$ cat config.mk
export PLATFORM = sky130hd
export DESIGN_NAME = divider_flat
export DESIGN_NICKNAME = d
export VERILOG_FILES = /design/src/rtl/divider_if.sv /design/src/rtl/divider.sv /design/src/flat_wrapper.sv
export SDC_FILE = /design/constraint.sdc
export NUM_CORES = 1
export LEC_CHECK = 0
export BUFFER_PORTS_ARGS = -buffer_cell sky130_fd_sc_hd__buf_2
export CAP_MARGIN = 20
export CORE_ASPECT_RATIO = 0.5
export CORE_UTILIZATION = 30
export CTS_CLUSTER_SIZE = 25
export DETAILED_ROUTE_END_ITERATION = 8
export PLACE_DENSITY = 0.52
export SYNTH_ARGS = -nofsm -noshare
export SYNTH_HDL_FRONTEND = slang
export SYNTH_SLANG_ARGS = --single-unit
$ cat constraint.sdc
create_clock -name i_clk_n -period 5.55 [get_ports i_clk_n]
set_input_delay 1.3875 -clock i_clk_n [delete_from_list [all_inputs] [get_ports i_clk_n]]
set_output_delay 1.3875 -clock i_clk_n [all_outputs]
set_load 0.01 [all_outputs]
$ cat src/rtl/divider_if.sv
// divider_if: request/result bundle between the execute stage and the divider
interface divider_if;
    logic [31:0] i_in_a;
    logic [31:0] i_in_b;
    logic [2:0]  i_funct3;
    logic        i_div_en;
    logic [31:0] o_result;
    logic        o_busy;

    modport slave (
        input  i_in_a, i_in_b, i_funct3, i_div_en,
        output o_result, o_busy
    );

    modport master (
        output i_in_a, i_in_b, i_funct3, i_div_en,
        input  o_result, o_busy
    );
endinterface

$ cat src/rtl/divider.sv
// divider: iterative RV32M DIV/DIVU/REM/REMU, one quotient bit per cycle, single-cycle fast path for /0 and overflow
module divider (
    input  logic      i_clk_n,
    input  logic      i_rst_n,
    divider_if.slave  bus
);
    typedef enum logic [1:0] {IDLE, RUN, DONE} state_t;

    state_t      state_q, state_d;
    logic [31:0] q_q, q_d;
    logic [31:0] b_q, b_d;
    logic [32:0] rem_q, rem_d;
    logic [5:0]  cnt_q, cnt_d;
    logic        neg_q_q, neg_q_d;
    logic        neg_r_q, neg_r_d;
    logic        sel_rem_q, sel_rem_d;
    logic [31:0] result_q, result_d;

    logic        is_signed, sa, sb, div_zero, ovf, ge;
    logic [31:0] abs_a, abs_b, q_step, q_fix, r_fix;
    logic [32:0] rem_sh, rem_step;
    logic        unused_ok;

    // funct3[2] only marks the M-extension group; the decoder has already qualified it
    assign unused_ok = bus.i_funct3[2];

    assign is_signed = ~bus.i_funct3[0];
    assign sa        = is_signed & bus.i_in_a[31];
    assign sb        = is_signed & bus.i_in_b[31];
    assign abs_a     = sa ? -bus.i_in_a : bus.i_in_a;
    assign abs_b     = sb ? -bus.i_in_b : bus.i_in_b;
    assign div_zero  = bus.i_in_b == 32'd0;
    assign ovf       = is_signed & (bus.i_in_a == 32'h8000_0000) & (bus.i_in_b == 32'hFFFF_FFFF);

    assign rem_sh    = {rem_q[31:0], q_q[31]};
    assign ge        = rem_sh >= {1'b0, b_q};
    assign rem_step  = ge ? rem_sh - {1'b0, b_q} : rem_sh;
    assign q_step    = {q_q[30:0], ge};
    assign q_fix     = neg_q_q ? -q_step : q_step;
    assign r_fix     = neg_r_q ? -rem_step[31:0] : rem_step[31:0];

    // Next-state and datapath: load in IDLE, shift-subtract in RUN, sign fix on the final step
    always_comb begin
        state_d   = state_q;
        q_d       = q_q;
        b_d       = b_q;
        rem_d     = rem_q;
        cnt_d     = cnt_q;
        neg_q_d   = neg_q_q;
        neg_r_d   = neg_r_q;
        sel_rem_d = sel_rem_q;
        result_d  = result_q;
        case (state_q)
            IDLE: begin
                if (bus.i_div_en) begin
                    if (div_zero) begin
                        result_d = bus.i_funct3[1] ? bus.i_in_a : 32'hFFFF_FFFF;
                        state_d  = DONE;
                    end else if (ovf) begin
                        result_d = bus.i_funct3[1] ? 32'd0 : 32'h8000_0000;
                        state_d  = DONE;
                    end else begin
                        q_d       = abs_a;
                        b_d       = abs_b;
                        rem_d     = 33'd0;
                        cnt_d     = 6'd32;
                        neg_q_d   = sa ^ sb;
                        neg_r_d   = sa;
                        sel_rem_d = bus.i_funct3[1];
                        state_d   = RUN;
                    end
                end
            end
            RUN: begin
                if (!bus.i_div_en) begin
                    state_d = IDLE;
                end else begin
                    q_d   = q_step;
                    rem_d = rem_step;
                    cnt_d = cnt_q - 6'd1;
                    if (cnt_q == 6'd1) begin
                        result_d = sel_rem_q ? r_fix : q_fix;
                        state_d  = DONE;
                    end
                end
            end
            DONE:    state_d = IDLE;
            default: state_d = IDLE;
        endcase
    end

    // State and datapath registers, cleared asynchronously by reset
    always_ff @(posedge i_clk_n or negedge i_rst_n) begin
        if (!i_rst_n) begin
            state_q   <= IDLE;
            q_q       <= '0;
            b_q       <= '0;
            rem_q     <= '0;
            cnt_q     <= '0;
            neg_q_q   <= 1'b0;
            neg_r_q   <= 1'b0;
            sel_rem_q <= 1'b0;
            result_q  <= '0;
        end else begin
            state_q   <= state_d;
            q_q       <= q_d;
            b_q       <= b_d;
            rem_q     <= rem_d;
            cnt_q     <= cnt_d;
            neg_q_q   <= neg_q_d;
            neg_r_q   <= neg_r_d;
            sel_rem_q <= sel_rem_d;
            result_q  <= result_d;
        end
    end

    assign bus.o_result = result_q;
    assign bus.o_busy   = i_rst_n & bus.i_div_en & (state_q != DONE);
endmodule
$ cat src/flat_wrapper.sv
// flat-port wrapper written by rule: the top's interface ports become plain ports
module divider_flat 
  (i_clk_n, i_rst_n, bus_i_in_a, bus_i_in_b, bus_i_funct3, bus_i_div_en, bus_o_result, bus_o_busy);
  divider_if bus_i ();
  input  logic i_clk_n;
  input  logic i_rst_n;
  input wire logic [$bits(bus_i.i_in_a)-1:0] bus_i_in_a;
  input wire logic [$bits(bus_i.i_in_b)-1:0] bus_i_in_b;
  input wire logic [$bits(bus_i.i_funct3)-1:0] bus_i_funct3;
  input wire logic [$bits(bus_i.i_div_en)-1:0] bus_i_div_en;
  output wire logic [$bits(bus_i.o_result)-1:0] bus_o_result;
  output wire logic [$bits(bus_i.o_busy)-1:0] bus_o_busy;
  assign bus_i.i_in_a = bus_i_in_a;
  assign bus_i.i_in_b = bus_i_in_b;
  assign bus_i.i_funct3 = bus_i_funct3;
  assign bus_i.i_div_en = bus_i_div_en;
  assign bus_o_result = bus_i.o_result;
  assign bus_o_busy = bus_i.o_busy;
  divider u_core (.i_clk_n(i_clk_n), .i_rst_n(i_rst_n), .bus(bus_i));
endmodule
==> results of run 1 <==
==> power groups by stage <==
stage	registers [mW]	clock network (mW)	logic, mW
after floorplan	1.40	0	1.03
after global placement	1.44	0	1.52
after detailed placement	1.44	0	1.52
after CTS	1.42	1.33	1.53
after global routing	1.45	1.37	1.70
final	1.42	1.31	1.53
==> per-layer routing <==
metal  vias up  share of wire, %  wire (um)  GRT usage, %
li1       5593                 -          -             -
met1      5484                49      20300          30.7
met2       332                43      17600          31.5
met3        51               5.2       2130          3.19
met4         0               2.8       1150          7.21
met5         -                 0          0             0
==> metrics by stage <==
step | util (%) | cells | total power [mW] | area, um2
2_1_floorplan | - | 1532 | 2.43 | 11700
3_3_place_gp | 33.4 | 2081 | 2.96 | 12700
3_5_place_dp | 33.4 | 2081 | 2.96 | 12700
4_1_cts | 35.2 | 2113 | 4.28 | 13300
5_1_grt | 35.2 | 2113 | 4.52 | 13300
6_report | 35.2 | 2113 | 4.27 | 13300
==> final cells by class <==
cell class | instances | area, um2
fillers | 4011 | 24600
clock buffers | 18 | 439
inverters | 61 | 231
well taps | 520 | 651
clock inverters | 14 | 210
repair buffers | 124 | 709
multi-input cells | 1237 | 7630
flip-flops and latches | 139 | 3480
==> cell families after synthesis <==
logic type	synth area share, %
flops	29.7
compound gates	26.8
xor+xnor	10.5
buf+inv	5.45
fa+ha+maj	4.33
mux	2.51
simple gates	20.8
==> sequential cells by signal (all words and copies together), names as in the netlist <==
signal / count
u_core.q_q: 32
u_core.sel_rem_q: 1
u_core.state_q: 2
u_core.cnt_q: 6
u_core.neg_r_q: 1
u_core.bus.o_result: 32
u_core.b_q: 32
u_core.neg_q_q: 1
u_core.rem_q: 32
==> synth_stat cells, types with 5 or more instances <==
cell and count:
a211oi_1 13, a21o_1 11, a21oi_1 150, a221oi_1 6, a31oi_1 24, a32o_1 7
and2_1 5, and3_1 8, buf_1 9, buf_2 20, clkbuf_1 62, dfrtp_1 139
ha_1 39, inv_1 59, mux2_2 7, mux2i_1 20, nand2_1 182, nand2b_1 13
nand3_1 16, nand4_1 19, nor2_1 144, nor2b_1 12, nor3_1 34, nor4_1 20
o211ai_1 14, o21a_1 7, o21ai_0 171, o21ai_1 13, o22a_1 5, o31a_1 6
o31ai_1 26, o41ai_1 10, or3_1 27, or4_1 11, xnor2_1 82, xor2_1 58
==> worst min path at each step <==
stage	from	endpoint	slack (ns)	cells past startpoint
2_1_floorplan	u_core.rem_q[31]$_DFFE_PN0P_	u_core.rem_q[31]$_DFFE_PN0P_	0.46	2
3_3_place_gp	u_core.bus.o_result[11]$_DFFE_PN0P_	u_core.bus.o_result[11]$_DFFE_PN0P_	0.46	2
3_5_place_dp	u_core.bus.o_result[5]$_DFFE_PN0P_	u_core.bus.o_result[5]$_DFFE_PN0P_	0.47	2
4_1_cts	u_core.bus.o_result[11]$_DFFE_PN0P_	u_core.bus.o_result[11]$_DFFE_PN0P_	0.48	2
5_1_grt	u_core.bus.o_result[25]$_DFFE_PN0P_	u_core.bus.o_result[25]$_DFFE_PN0P_	0.50	1
6_report	u_core.bus.o_result[5]$_DFFE_PN0P_	u_core.bus.o_result[5]$_DFFE_PN0P_	0.48	2
==> tightest hold or removal path: cells and delay by family (launching register included) <==
kind               cells  cell delay [ns]
DFF                    1             0.34
AOI/OAI and AO/OA      1             0.06
and+or+nand+nor        1             0.04
==> flow_summary.toml, run 1 <==
[outcome]
status = "complete, no violations"

[critical_path]
cp_max_fo = 26
cp_common_cell = "ha_1"
cp.arrival_ns = 5.01
setup.worst_path.end = "u_core.bus.o_result[26]$_DFFE_PN0P_"
max_stage_delay_ns = 0.49
path_cells = "ha_1, a21oi_2, o21ai_2, a22o_1, o31ai_4, nand2_4, inv_4, ha_1, nand2b_1, or3_1, nor2_1, nand2_1, o41ai_1, xnor2_1, a221oi_1, o31ai_1"
timing.critical_path.from = "u_core.rem_q[7]$_DFFE_PN0P_"
critPathKind = "reg -> reg"
worstSetupPathDepth = 16
r2r_cells = 16
r2r-start = "u_core.rem_q[7]$_DFFE_PN0P_"
worst_setup_path_start_kind = "flop"
worstReg2RegEnd = "u_core.bus.o_result[26]$_DFFE_PN0P_"
crit_path_end_kind = "flop"
cp_slowest_cell = "dfrtp_1"
crit_buf_inv = 1
cp.required_ns = 5.88
ff2ff_setup_slack_ns = 0.86
path_delay_family = "compound AO/OA/AOI/OAI gates"

[route]
dr.pass1.iters = 6
drc = 0
antenna_left = 0
avgViaCountPerCell = 5.42
wl_per_cell_um = 19.5
vias = 11500
routed_wl_um = 41200
drt_iter0_drc = 993

[global_route]
grt_remaining_overflow = 0
grt_pass1_vias = 10700
grt_usage_pct = 21.1
grt_first_pass_wirelength_um = 64100
grt_max_degree = 68
antenna_found_initial = 0

[clock_network]
cts_max_level = 4
cts-root-buf = "clkbuf_16"
cts.clk_slew.worst_paths_ns = 0.07
cts_resized = 0
cts_tree = "done"
cts_buffer_depth = 2
cts_buffers = 17
clock_sinks = 139
insertion_delay_ns = 0.45
cts_hold_buf = 0
post_cts_buffers = 0

[pwr]
p_comb_share_pct = 36.0
p_switching_mw = 1.70
power_density_nw_per_um2 = 320
p_leak_nw = 5.55
p_int_mw = 2.57
switching_share_pct = 39.9
pwr-share-clk_pct = 30.7
vdd_drop_max_v = 0.000207
seqPwrFrac_pct = 33.3

[placed_design]
gp_congestion = 0.929
dp_hpwl_um = 31300
pre_cts_ws_ns = 0.465
io_buffers = 101

[synthesis]
syn_inst = 1532
syn_area_um2 = 11700
ys_warn_count = 0
ys_ff_latch = 139
ys_types = 83
synthTopCellsByArea = "dfrtp_1 30%, o21ai_0 7.3%, a21oi_1 6.4%"
syn-mean-instance-area_um2 = 7.66
synth_top_area_share_pct = 29.7
syn_nets = 1642
synth_async_sr_flop_share_pct = 100
ys_seq_area_share_pct = 29.7
synth_edf_count = 0
synth-main-ff-cell = "dfrtp_1"
synth.largest_area_cell = "dfrtp_1"

[sta]
max_freq_mhz = 213
min_period_ns = 4.69
timing.final.crit_share_pct = 84.5
setup_violations = 0
holdWs_ns = 0.476
maxSlewViolCount = 0
rsz0062_at_grt = "false"
slew_headroom_pct = 34.2
timing.final.ws_setup_ns = 0.862
hold_viol_final = 0
finClkSkew_ns = 0.0114
tightest_slew_ns = 0.988
fin_setup_tns_ns = 0

[floorplanning]
core_um2 = 38000
die-area_um2 = 39900
die_h_um = 142
ioPinCount = 103
fp-row-count = 50
start_util_pct = 30.9
die_x_um = 282

[layout]
final_layout_size_suffix_gt1_share_pct = 12.4
syn_to_final_growth_pct = 13.8
n_antenna_cell = 0
final_nets = 1690
layout_common_cells = "181 x nand2_1, 171 x o21ai_0, 150 x a21oi_1"
layout_commonest_cell = "nand2_1"

[flow_run]
maxCapViolCount = 0

[worst_hold_path]
hp-class = "reg -> reg"
Power figures use the tool's default switching activity.
==> run 2: changes to the inputs <==
--- a/config.mk
+++ b/config.mk
@@ -11,7 +11,7 @@
 export CORE_UTILIZATION = 30
 export CTS_CLUSTER_SIZE = 25
 export DETAILED_ROUTE_END_ITERATION = 8
-export PLACE_DENSITY = 0.52
+export PLACE_DENSITY = 0.53
 export SYNTH_ARGS = -nofsm -noshare
 export SYNTH_HDL_FRONTEND = slang
 export SYNTH_SLANG_ARGS = --single-unit
==> constraint.sdc (replaced) <==
create_clock -name i_clk_n -period 4.3 [get_ports i_clk_n]
set_input_delay 1.075 -clock i_clk_n [delete_from_list [all_inputs] [get_ports i_clk_n]]
set_output_delay 1.075 -clock i_clk_n [all_outputs]
set_load 0.01 [all_outputs]
==> run 2 against run 1 <==
Compared with the run above:
- maximum frequency increased by 13%
- largest power group unchanged
- sequential share of layout area decreased by 1.0 points
- non-clock buffer count increased by 65
- critical path type unchanged
- core utilization increased by 1.5 points
==> flow_summary.toml, run 2 (synthesis gave the netlist of run 1 again) <==
[outcome]
status = "complete, no violations"

[layout]
fin_cells = 2177
layout_commonest_cell = "nand2_1"
final_layout_size_suffix_gt1_share_pct = 16.5
final_nets = 1755
n_antenna_cell = 0
layout_common_cells = "180 x nand2_1, 170 x o21ai_0, 149 x a21oi_1"
syn_to_final_growth_pct = 18.5

[sta]
hold_viol_final = 0
min_period_ns = 4.15
finClkSkew_ns = 0.0149
rsz0062_at_grt = "true"
max_freq_mhz = 241
slew_headroom_pct = 29.0
maxSlewViolCount = 0
setup_violations = 0
tightest_slew_ns = 1.07
timing.final.crit_share_pct = 96.6
holdWs_ns = 0.482
timing.final.ws_setup_ns = 0.145

[global_route]
grt_first_pass_wirelength_um = 64300
grt_pass1_vias = 10800
antenna_found_initial = 1
grt_usage_pct = 21.2
grt_max_degree = 74
grt_remaining_overflow = 0

[route]
wl_per_cell_um = 19.1
drc = 0
drt_iter0_drc = 1072
routed_wl_um = 41700
dr_wl_met3_um = 2160
top_layer_used = "met4"
antenna_left = 0
dr.pass1.iters = 6
wl_met1_um = 20700
avgViaCountPerCell = 5.34
vias = 11600
wl_met2_um = 18100

[placed_design]
io_buffers = 101
pre_cts_ws_ns = 0.101
dp_hpwl_um = 32200
gp_congestion = 0.918
dp_cells = 2145

[floorplanning]
start_util_pct = 30.9
die-area_um2 = 39900
core_um2 = 38000
die_x_um = 282
ioPinCount = 103
fp-row-count = 50
die_h_um = 142

[pwr]
pwr-share-clk_pct = 28.8
switching_share_pct = 39.5
p_leak_nw = 5.89
power_density_nw_per_um2 = 398
p_int_mw = 3.35
p_comb_share_pct = 38.1
seqPwrFrac_pct = 33.1
p_switching_mw = 2.19
vdd_drop_max_v = 0.000197

[clock_network]
insertion_delay_ns = 0.45
cts.clk_slew.worst_paths_ns = 0.07
cts_max_level = 4
clock_sinks = 139
cts_buffers = 17
cts_tree = "done"
cts_buffer_depth = 2
cts_hold_buf = 0
cts-root-buf = "clkbuf_16"

[critical_path]
worst_setup_path_start_kind = "flop"
critPathKind = "reg -> reg"
cp.arrival_ns = 4.50
cp_max_fo = 4
cp.required_ns = 4.64
r2r-start = "u_core.q_q[31]$_DFFE_PN0P_"
timing.critical_path.from = "u_core.q_q[31]$_DFFE_PN0P_"
crit_path_end_kind = "flop"

[flow_run]
maxCapViolCount = 0

[worst_hold_path]
hp-class = "reg -> reg"
min_from = "u_core.bus.o_result[21]$_DFFE_PN0P_"
run 2: cell count changes in the layout (fill, tap and decap cells not counted), sizes merged:
cell    delta
bufinv     -1
buf       +65
clkbuf     +3
inv        -2
clkinv     -1
run 2: power by group through the flow:
stage | clock, mW | sequential [mW] | combinational, mW
4_1_cts | 1.61 | 1.83 | 2.09
2_1_floorplan | 0 | 1.81 | 1.33
6_report | 1.60 | 1.83 | 2.11
3_5_place_dp | 0 | 1.85 | 2.08
3_3_place_gp | 0 | 1.85 | 2.07
5_1_grt | 1.67 | 1.86 | 2.33
run 2: worst max-delay path, cell delays in order (launching register included):
cell and delay (ns):
dfrtp_1 0.41, inv_1 0.08, ha_1 0.15, inv_1 0.05, fa_1 0.42, a21o_1 0.22, a311o_1 0.40, a21boi_2 0.20
o211ai_1 0.23, xnor2_1 0.33, a41oi_2 0.18, or2_2 0.37, o41ai_1 0.41, xor2_1 0.27, a311oi_1 0.13, a21o_1 0.18
run 2: area by class of cell:
| type | count | area, um2 |
|---|---|---|
| flip-flops and latches | 139 | 3480 |
| clock buffers | 21 | 470 |
| repair buffers | 189 | 1230 |
| fillers | 4022 | 24100 |
| clock inverters | 10 | 139 |
| multi-input cells | 1237 | 7700 |
| inverters | 61 | 231 |
| well taps | 520 | 651 |
run 2: path summary, 6_finish.rpt:
path                                                        to  slack [ns]  cells after the start
max                        u_core.bus.o_result[25]$_DFFE_PN0P_        0.15                     15
min                        u_core.bus.o_result[21]$_DFFE_PN0P_        0.48                      2
max reg2reg                u_core.bus.o_result[25]$_DFFE_PN0P_        0.15                     15
min reg2reg                u_core.bus.o_result[21]$_DFFE_PN0P_        0.48                      2
max in group asynchronous            u_core.b_q[5]$_DFFE_PN0P_        2.43                      2
min in group asynchronous            u_core.q_q[2]$_DFFE_PN0P_        0.53                      1
run 2: timing repair:
action                     in CTS  in global routing
setup buffers                   0                  1
resized for setup               0                 16
setup endpoints to repair       0                 12
run 2: per-stage QoR:
stage	area, um2	setup TNS (ns)	util [%]	total power [mW]
floorplan	11700	0	-	3.13
global placement	13200	0	34.8	3.92
detailed placement	13200	0	34.8	3.92
CTS	13800	0	36.4	5.53
global route	13900	-0.0955	36.6	5.86
finish	13900	0	36.6	5.54
run 2: routing by layer:
| metal | vias up | global-route usage (%) |
|---|---|---|
| met4 | 0 | 5.61 |
| met1 | 5571 | 31.1 |
| met2 | 309 | 31.9 |
| met3 | 36 | 3.24 |
| li1 | 5720 | - |
| met5 | - | 0 |
==> run 3: changes to the inputs <==
--- a/config.mk
+++ b/config.mk
@@ -5,7 +5,7 @@
 export SDC_FILE = /design/constraint.sdc
 export NUM_CORES = 1
 export LEC_CHECK = 0
-export BUFFER_PORTS_ARGS = -buffer_cell sky130_fd_sc_hd__buf_2
+export BUFFER_PORTS_ARGS = -buffer_cell sky130_fd_sc_hd__buf_4
 export CAP_MARGIN = 20
 export CORE_ASPECT_RATIO = 0.5
 export CORE_UTILIZATION = 30
==> run 3 against run 2 <==
Compared with the run above:
- final area is 1.6% higher
- register-to-register slack hardly changed
- clock skew is 0.0034 ns lower
- sequential share of layout area is 0.40 points lower
- combinational power is 4% higher
- global-route usage hardly changed
- hold slack better by 0.0030 ns
- core utilization is 0.59 points higher
- maximum frequency hardly changed
- clock-buffer cell count stayed put
- critical path depth is 2 higher
- non-clock buffer count is 2 higher
- largest power group unchanged
==> flow_summary.toml, run 3 (synthesis gave the netlist of run 1 again) <==
[pwr]
power_density_nw_per_um2 = 392
p_leak_nw = 5.93
p_total_mw = 5.54
vdd_drop_max_v = 0.000214

[critical_path]
cp.arrival_ns = 4.54
path_delay_family = "compound AO/OA/AOI/OAI gates"
max_stage_delay_ns = 0.46
path_cells = "ha_1, a21oi_1, o21ai_1, a22o_1, o31ai_4, nand2_4, inv_4, ha_1, nand2b_1, or3_1, or2_2, o21ai_0, xnor2_1, nand2_1, o31a_1, nor2_1, o22a_1"
crit_buf_inv = 1
cp_slowest_cell = "dfrtp_1"
crit_path_end_kind = "flop"
cp_common_cell = "ha_1"
cp_max_fo = 9
cp.required_ns = 4.68
critPathKind = "reg -> reg"
worst_setup_path_start_kind = "flop"

[layout]
final_nets = 1757
utilization_pct = 37.2
final_area_um2 = 14100
syn_to_final_growth_pct = 20.5
final_layout_size_suffix_gt1_share_pct = 16.5
layout_common_cells = "186 x buf_4, 181 x nand2_1, 170 x o21ai_0"
layout_commonest_cell = "buf_4"

[floorplanning]
core_um2 = 38000
fp-row-count = 50
die_h_um = 142
ioPinCount = 103
start_util_pct = 30.9
die-area_um2 = 39900
die_x_um = 282

[route]
drc = 0
antenna_left = 0
avgViaCountPerCell = 5.36
wl_per_cell_um = 19.1
drt_iter0_drc = 1098
dr.pass1.iters = 5
routed_wl_um = 41500
vias = 11700

[sta]
timing.final.crit_share_pct = 96.7
min_period_ns = 4.16
finClkSkew_ns = 0.0115
hold_viol_final = 0
rsz0062_at_grt = "true"
setup_violations = 0
max_freq_mhz = 241
tightest_slew_ns = 1.03
holdWs_ns = 0.485
maxSlewViolCount = 0
slew_headroom_pct = 31.2

[outcome]
status = "complete, no violations"

[global_route]
grt_remaining_overflow = 0
grt_pass1_vias = 10900
grt_first_pass_wirelength_um = 64800
grt_usage_pct = 21.2
antenna_found_initial = 1
grt_max_degree = 70

[clock_network]
clock_sinks = 139
cts_max_level = 4
cts_tree = "done"
cts_buffer_depth = 2
cts.clk_slew.worst_paths_ns = 0.06
cts_buffers = 17
cts-root-buf = "clkbuf_16"
insertion_delay_ns = 0.45

[placed_design]
dp_hpwl_um = 32300
gp_congestion = 0.917
io_buffers = 101
placed_area_um2 = 13500

[flow_run]
maxCapViolCount = 0

[worst_hold_path]
hp-class = "reg -> reg"
[run 3: metal layers]
metal	share of wire, %	up-vias	wire, um	global-route usage (%)
li1	-	5730	-	-
met1	50	5612	20600	30.7
met2	42	286	17700	31.3
met3	5.1	48	2120	3.51
met4	2.8	0	1170	7.84
met5	0	-	0	0
[run 3: power breakdown]
part / switching [mW] / internal [mW] / total, mW
Combinational: 1.30 / 0.900 / 2.20
Sequential: 0.257 / 1.58 / 1.83
Clock: 0.617 / 0.896 / 1.51
[run 3: layout make-up]
cell class                      instances  area, um2
Sequential cell                       139       3480
Antenna cell                            1       2.50
Inverter                               61        231
Tap cell                              520        651
Clock buffer                           21        470
Fill cell                            4029      23800
Timing Repair Buffer                  191       1490
Multi-Input combinational cell       1237       7700
Clock inverter                          9        114
[run 3: tightest hold or removal path: cells and delay by family, from the launching register on]
family,cells,cell delay (ns)
and+or+nand+nor,1,0.05
AOI/OAI and AO/OA,1,0.06
DFF,1,0.34
[run 3: final timing paths]
path | from | end | slack [ns] | cells after the start
max reg2reg | u_core.rem_q[9]$_DFFE_PN0P_ | u_core.bus.o_result[16]$_DFFE_PN0P_ | 0.14 | 17
min reg2reg | u_core.bus.o_result[8]$_DFFE_PN0P_ | u_core.bus.o_result[8]$_DFFE_PN0P_ | 0.48 | 2
min in group asynchronous | i_rst_n | u_core.q_q[5]$_DFFE_PN0P_ | 0.50 | 1
max | u_core.rem_q[9]$_DFFE_PN0P_ | u_core.bus.o_result[16]$_DFFE_PN0P_ | 0.14 | 17
min | u_core.bus.o_result[8]$_DFFE_PN0P_ | u_core.bus.o_result[8]$_DFFE_PN0P_ | 0.48 | 2
max in group asynchronous | i_rst_n | u_core.b_q[3]$_DFFE_PN0P_ | 2.57 | 2
[run 3: stage by stage]
step | setup slack (ns) | cells | TNS [ns]
2_1_floorplan | 0.0125 | 1532 | 0
3_3_place_gp | 0.00124 | 2145 | 0
3_5_place_dp | 0.0547 | 2145 | 0
4_1_cts | 0.0447 | 2175 | 0
5_1_grt | -0.0244 | 2178 | -0.0537
6_report | 0.143 | 2179 | 0
[run 3: timing repair]
action / in CTS / in global routing
endpoints found under the setup margin: 0 / 12
hold buffers: 0 / 0
resized for setup: 0 / 14
buffers inserted: 0 / 3
